## config.mk

```make
export PLATFORM = sky130hd
export DESIGN_NAME = serial_transmitter_data
export DESIGN_NICKNAME = d
export VERILOG_FILES = /design/src/rtl/serial_pkg.sv /design/src/rtl/byte_fifo.sv /design/src/rtl/serial_transmitter_data.sv
export SDC_FILE = /design/constraint.sdc
export NUM_CORES = 1
export LEC_CHECK = 0
export CORE_MARGIN = 4
export CORE_UTILIZATION = 55
export DETAILED_ROUTE_END_ITERATION = 7
export GPL_TIMING_DRIVEN = 1
export PLACE_DENSITY_LB_ADDON = 0.1
export SYNTH_ARGS = -nofsm -noshare
export SYNTH_HDL_FRONTEND = slang
export SYNTH_SLANG_ARGS = --single-unit
```

## constraint.sdc

```tcl
create_clock -name clk -period 3.38 [get_ports clk]
set_input_delay 0.676 -clock clk [delete_from_list [all_inputs] [get_ports clk]]
set_output_delay 0.676 -clock clk [all_outputs]
set_load 0.01 [all_outputs]
```

## src/rtl/serial_pkg.sv

```systemverilog
// Shared framing constants and state encoding for the byte-link transmitter and receiver.
package serial_pkg;

    typedef enum logic [2:0] {
        IDLE       = 3'd0,
        START      = 3'd1,
        DATA       = 3'd2,
        PARITY_BIT = 3'd3,
        STOP       = 3'd4
    } tx_state_t;

    localparam logic START_BIT = 1'b0;
    localparam logic STOP_BIT  = 1'b1;
    localparam int   DATA_BITS = 8;

    localparam int PAR_NONE = 0;
    localparam int PAR_EVEN = 1;
    localparam int PAR_ODD  = 2;

    // Parity bit that makes the total count of ones even (or odd) over data + parity.
    function automatic logic parity_of(input logic [7:0] b, input int mode);
        return (mode == PAR_ODD) ? ~(^b) : (^b);
    endfunction

endpackage

```

## src/rtl/byte_fifo.sv

```systemverilog
// Small byte FIFO with registered full/empty flags and occupancy count.
module byte_fifo #(
    parameter int DEPTH = 4
) (
    input  logic                     clk,
    input  logic                     reset,
    input  logic                     push,
    input  logic                     pop,
    input  logic [7:0]               wdata,
    output logic [7:0]               rdata,
    output logic                     full,
    output logic                     empty,
    output logic [$clog2(DEPTH):0]   count
);
    localparam int AW = $clog2(DEPTH);
    localparam logic [AW:0]   CNT_ONE = 1;
    localparam logic [AW-1:0] PTR_ONE = 1;
    localparam logic [AW:0]   CNT_MAX = DEPTH[AW:0];

    logic [7:0]    mem [DEPTH];
    logic [AW-1:0] wptr;
    logic [AW-1:0] rptr;
    logic          do_push;
    logic          do_pop;
    logic [AW:0]   count_n;

    assign do_push = push && !full;
    assign do_pop  = pop && !empty;
    assign rdata   = mem[rptr];

    always_comb begin
        count_n = count;
        case ({do_push, do_pop})
            2'b10:   count_n = count + CNT_ONE;
            2'b01:   count_n = count - CNT_ONE;
            default: count_n = count;
        endcase
    end

    always_ff @(posedge clk) begin
        if (reset) begin
            wptr  <= '0;
            rptr  <= '0;
            count <= '0;
            full  <= 1'b0;
            empty <= 1'b1;
        end else begin
            if (do_push) wptr <= wptr + PTR_ONE;
            if (do_pop)  rptr <= rptr + PTR_ONE;
            count <= count_n;
            full  <= (count_n == CNT_MAX);
            empty <= (count_n == '0);
        end
    end

    always_ff @(posedge clk) begin
        if (do_push) mem[wptr] <= wdata;
    end

endmodule

```

## src/rtl/serial_transmitter_data.sv

```systemverilog
// Serial framer: FIFO-buffered bytes sent as start, 8 data bits LSB first, optional parity, stop bit(s).
//   state      | meaning
//   IDLE       | line high, waiting for a queued byte
//   START      | start bit (0) on the line
//   DATA       | data bit on the line, LSB first
//   PARITY_BIT | parity bit on the line
//   STOP       | stop bit(s) (1) on the line; may pop the next byte with no gap
module serial_transmitter_data
    import serial_pkg::*;
#(
    parameter int FIFO_DEPTH = 4,
    parameter int STOP_BITS  = 1,
    parameter int PARITY     = 0
) (
    input  logic       clk,
    input  logic       reset,
    input  logic       in_valid,
    output logic       in_ready,
    input  logic [7:0] in_byte,
    output logic       out,
    output logic       busy,
    output logic       frame_start
);
    localparam logic [1:0] STOP_LOAD = 2'(STOP_BITS - 1);
    localparam logic [2:0] LAST_IDX  = 3'(DATA_BITS - 1);

    tx_state_t                      state;
    logic [7:0]                     shift;
    logic [2:0]                     bit_idx;
    logic [1:0]                     stop_cnt;
    logic                           par_bit;

    logic                           fifo_full;
    logic                           fifo_empty;
    logic [7:0]                     fifo_rdata;
    logic [$clog2(FIFO_DEPTH):0]    fifo_count;
    logic                           push;
    logic                           pop;

    assign in_ready = !fifo_full;
    assign push     = in_valid && in_ready;
    assign pop      = !fifo_empty && ((state == IDLE) || (state == STOP && stop_cnt == 2'd0));
    assign busy     = (state != IDLE) || (fifo_count != '0);

    byte_fifo #(.DEPTH(FIFO_DEPTH)) u_fifo (
        .clk   (clk),
        .reset (reset),
        .push  (push),
        .pop   (pop),
        .wdata (in_byte),
        .rdata (fifo_rdata),
        .full  (fifo_full),
        .empty (fifo_empty),
        .count (fifo_count)
    );

    always_ff @(posedge clk) begin
        if (reset) begin
            state       <= IDLE;
            out         <= STOP_BIT;
            frame_start <= 1'b0;
            shift       <= '0;
            bit_idx     <= '0;
            stop_cnt    <= '0;
            par_bit     <= 1'b0;
        end else begin
            frame_start <= 1'b0;
            case (state)
                IDLE: begin
                    out <= STOP_BIT;
                end
                START: begin
                    out     <= shift[0];
                    shift   <= {1'b0, shift[7:1]};
                    bit_idx <= '0;
                    state   <= DATA;
                end
                DATA: begin
                    if (bit_idx == LAST_IDX) begin
                        if (PARITY != PAR_NONE) begin
                            out   <= par_bit;
                            state <= PARITY_BIT;
                        end else begin
                            out      <= STOP_BIT;
                            stop_cnt <= STOP_LOAD;
                            state    <= STOP;
                        end
                    end else begin
                        out     <= shift[0];
                        shift   <= {1'b0, shift[7:1]};
                        bit_idx <= bit_idx + 3'd1;
                    end
                end
                PARITY_BIT: begin
                    out      <= STOP_BIT;
                    stop_cnt <= STOP_LOAD;
                    state    <= STOP;
                end
                STOP: begin
                    if (stop_cnt != 2'd0) begin
                        stop_cnt <= stop_cnt - 2'd1;
                    end else begin
                        state <= IDLE;
                    end
                end
                default: begin
                    out   <= STOP_BIT;
                    state <= IDLE;
                end
            endcase
            // A pop overrides the idle/stop handling above and launches the next frame.
            if (pop) begin
                shift       <= fifo_rdata;
                par_bit     <= parity_of(fifo_rdata, PARITY);
                out         <= START_BIT;
                frame_start <= 1'b1;
                state       <= START;
            end
        end
    end

endmodule

```

==> reports/results.txt <==
status = finished clean
post-CTS resize count = 0
Least-Margin Pin Slew = 1.02 ns
vias per cell = 5.57
Max Slew Vio Count = 0
Mapped Nets = 210
hold_buf cts = 0
Avg WL per Cell = 15.5 um
Yosys warning count = 0
Critical Path Sink Type = flip-flop
Post-synth EDFFs = 32
first-pass GRT wire length = 6930 um
cell count after placement = 247
Synth cell types = 41
RSZ-0062 raised after global routing = false
GRT overflow = 0
core area = 4410 um^2
antenna violations before repair = 0
Initial Util = 57.8%
setup_tns = 0 ns
skew final = 0.00524 ns
power per cell area = 800 nW/um^2
Max Buffers Root-to-Sink = 2
most common cell after layout, fill and taps aside = edfxtp_1
Crit Path Category = reg2reg
Layout Cells excl Fill = 263
commonest non-fill, non-tap cells in the layout = edfxtp_1 (32), dfxtp_1 (29), nor2_1 (23), clkdlybuf4s50_1 (14), inv_1 (11)
Tcrit/Tclk final = 79.0%
vias in the first global route = 1515
max cap viols = 0
share of cells above drive strength 1 = 14.2%
WP data arrival = 2.90 ns
top_reg_cell synth = edfxtp_1
Clock transition at path regs = 0.07 ns
peak supply drop = 0.449 mV
Crit path required time = 3.60 ns
Root Driver = clkbuf_8
die area = 5790 um^2
P_leak = 1.05 nW
io pins = 15
critical path launch point type = flip-flop
Reg area = 1540 um^2
Sinks on Clock Net = 61
Nets = 226
Clock Latency Late Sink = 0.33 ns
antenna-violating nets left = 0
Setup violations, final = 0
worst-path fanout max = 18
n_diodes = 0
die width = 76.1 um
Tmin final = 2.67 ns
setup repair bufs after CTS = 0
synthesized flop and latch total = 61
CTS tree = done
TritonRoute pass-1 iters = 5
count of input and output buffers = 14
Fin. Hold Viols = 0
largest net degree at the start of global routing = 28
H-tree depth = 3
Post-Syn Instances = 190
Mapped Area = 2550 um^2
fillers = 350
final WL = 4070 um
Initial DRC Count = 91
Slew HR = 31.9%
share of the yosys chip area belonging to registers = 60.5%
Overall Global Routing Usage = 15.5%
asr flop ratio synth = 0%
Synth-to-Final Area Change = 12.7%
area taken by multi-input logic gates = 891 um^2
via count = 1465
GPL Wtd Cong = 0.764
Post-DP HPWL = 2790 um
DRC viols = 0
row count = 24
Tot Pwr = 0.00230 W
highest clock rate = 0.374 GHz
placed cell area = 2690 um^2
syn_area_per_cell = 13.4 um^2
CTS Buf Count = 9
Final Cell Area = 2870 um^2
Chip Height = 76.1 um
HP Class = reg2reg
==> cell type report <==
| class | instances | share of cell area (%) |
|---|---|---|
| multi-input cells | 106 | 31.0 |
| well taps | 52 | 2.26 |
| repair buffers | 15 | 5.14 |
| clock inverters | 7 | 1.96 |
| flip-flops and latches | 61 | 53.6 |
| clock buffers | 9 | 4.31 |
| inverters | 13 | 1.70 |
==> metrics by stage <==
stage          hold WS [ns]  worst slack (ns)  utilization [%]
2_1_floorplan         0.436             0.903                -
3_3_place_gp          0.443             0.624             61.0
3_5_place_dp          0.465             0.544             61.0
4_1_cts               0.475             0.701             65.1
5_1_grt               0.515             0.559             65.1
6_report              0.467             0.708             65.1
==> per-layer routing <==
| layer | track usage, % | part of all wire (%) | wire, um | vias to the layer above |
|---|---|---|---|---|
| li1 | - | - | - | 717 |
| met4 | 7.69 | 2.2 | 91 | 0 |
| met3 | 5.44 | 4.6 | 186 | 9 |
| met1 | 18.4 | 42 | 1720 | 703 |
| met5 | 0 | 0 | 0 | - |
| met2 | 25.0 | 51 | 2070 | 36 |
==> where the power goes <==
part	leakage [nW]	internal, W	switching (W)
logic	0.427	0.000332	0.000324
registers	0.532	0.000934	0.000121
clock network	0.0953	0.000328	0.000260
total	1.05	0.00159	0.000704
==> worst max-delay path, stage by stage (launching register included) <==
cell	delay (ns)
dfxtp_1	0.42
nor3_2	0.33
o21ai_4	0.20
inv_2	0.16
ha_1	0.20
inv_1	0.07
fa_1	0.40
xor2_1	0.17
or3_1	0.30
a21o_1	0.21
o21a_1	0.11
==> sequential cells by signal, summed over array words and instances, names as in the netlist, named ones only <==
| name | count |
|---|---|
| u_fifo.mem | 32 |
| u_fifo.wptr | 2 |
| frame_start | 1 |
| u_fifo.empty | 1 |
| u_fifo.full | 1 |
| shift | 8 |
| stop_cnt | 2 |
| u_fifo.count | 3 |
| out | 1 |
| u_fifo.rptr | 2 |
| bit_idx | 3 |
| state | 3 |
==> synth_stat cells, types with 4 or more instances <==
cell | count | area (um^2)
nand2_1 | 4 | 15.0
dfxtp_1 | 29 | 581
a211oi_1 | 7 | 52.6
clkbuf_1 | 5 | 18.8
ha_1 | 8 | 100
nor3_1 | 4 | 20.0
nor2b_1 | 5 | 31.3
mux2i_1 | 9 | 90.1
mux4_2 | 8 | 180
nor2_1 | 23 | 86.3
edfxtp_1 | 32 | 961
inv_1 | 11 | 41.3
a21oi_1 | 7 | 35.0
and2_1 | 4 | 25.0
==> cells by family (layout without fill, tap and decap cells) <==
logic type | count (synthesis) | count (layout) | share of synthesized area [%]
AND/OR/NAND/NOR | 52 | 52 | 11.6
XOR/XNOR | 4 | 4 | 1.37
multiplexers | 17 | 17 | 10.6
adder cells (fa/ha/maj) | 9 | 9 | 4.71
flip-flops | 61 | 61 | 60.5
buffers and inverters | 23 | 44 | 4.61
AO/OA/AOI/OAI | 24 | 24 | 6.67
==> final timing paths <==
check | from | to | slack [ns] | cells after the start
setup reg to reg | state[0] | u_fifo.empty | 0.71 | 10
hold reg to reg | bit_idx[2] | bit_idx[2] | 0.47 | 2
hold / removal | bit_idx[2] | bit_idx[2] | 0.47 | 2
setup / recovery | state[0] | u_fifo.empty | 0.71 | 10
No activity file was read; power rests on OpenSTA's default activity.
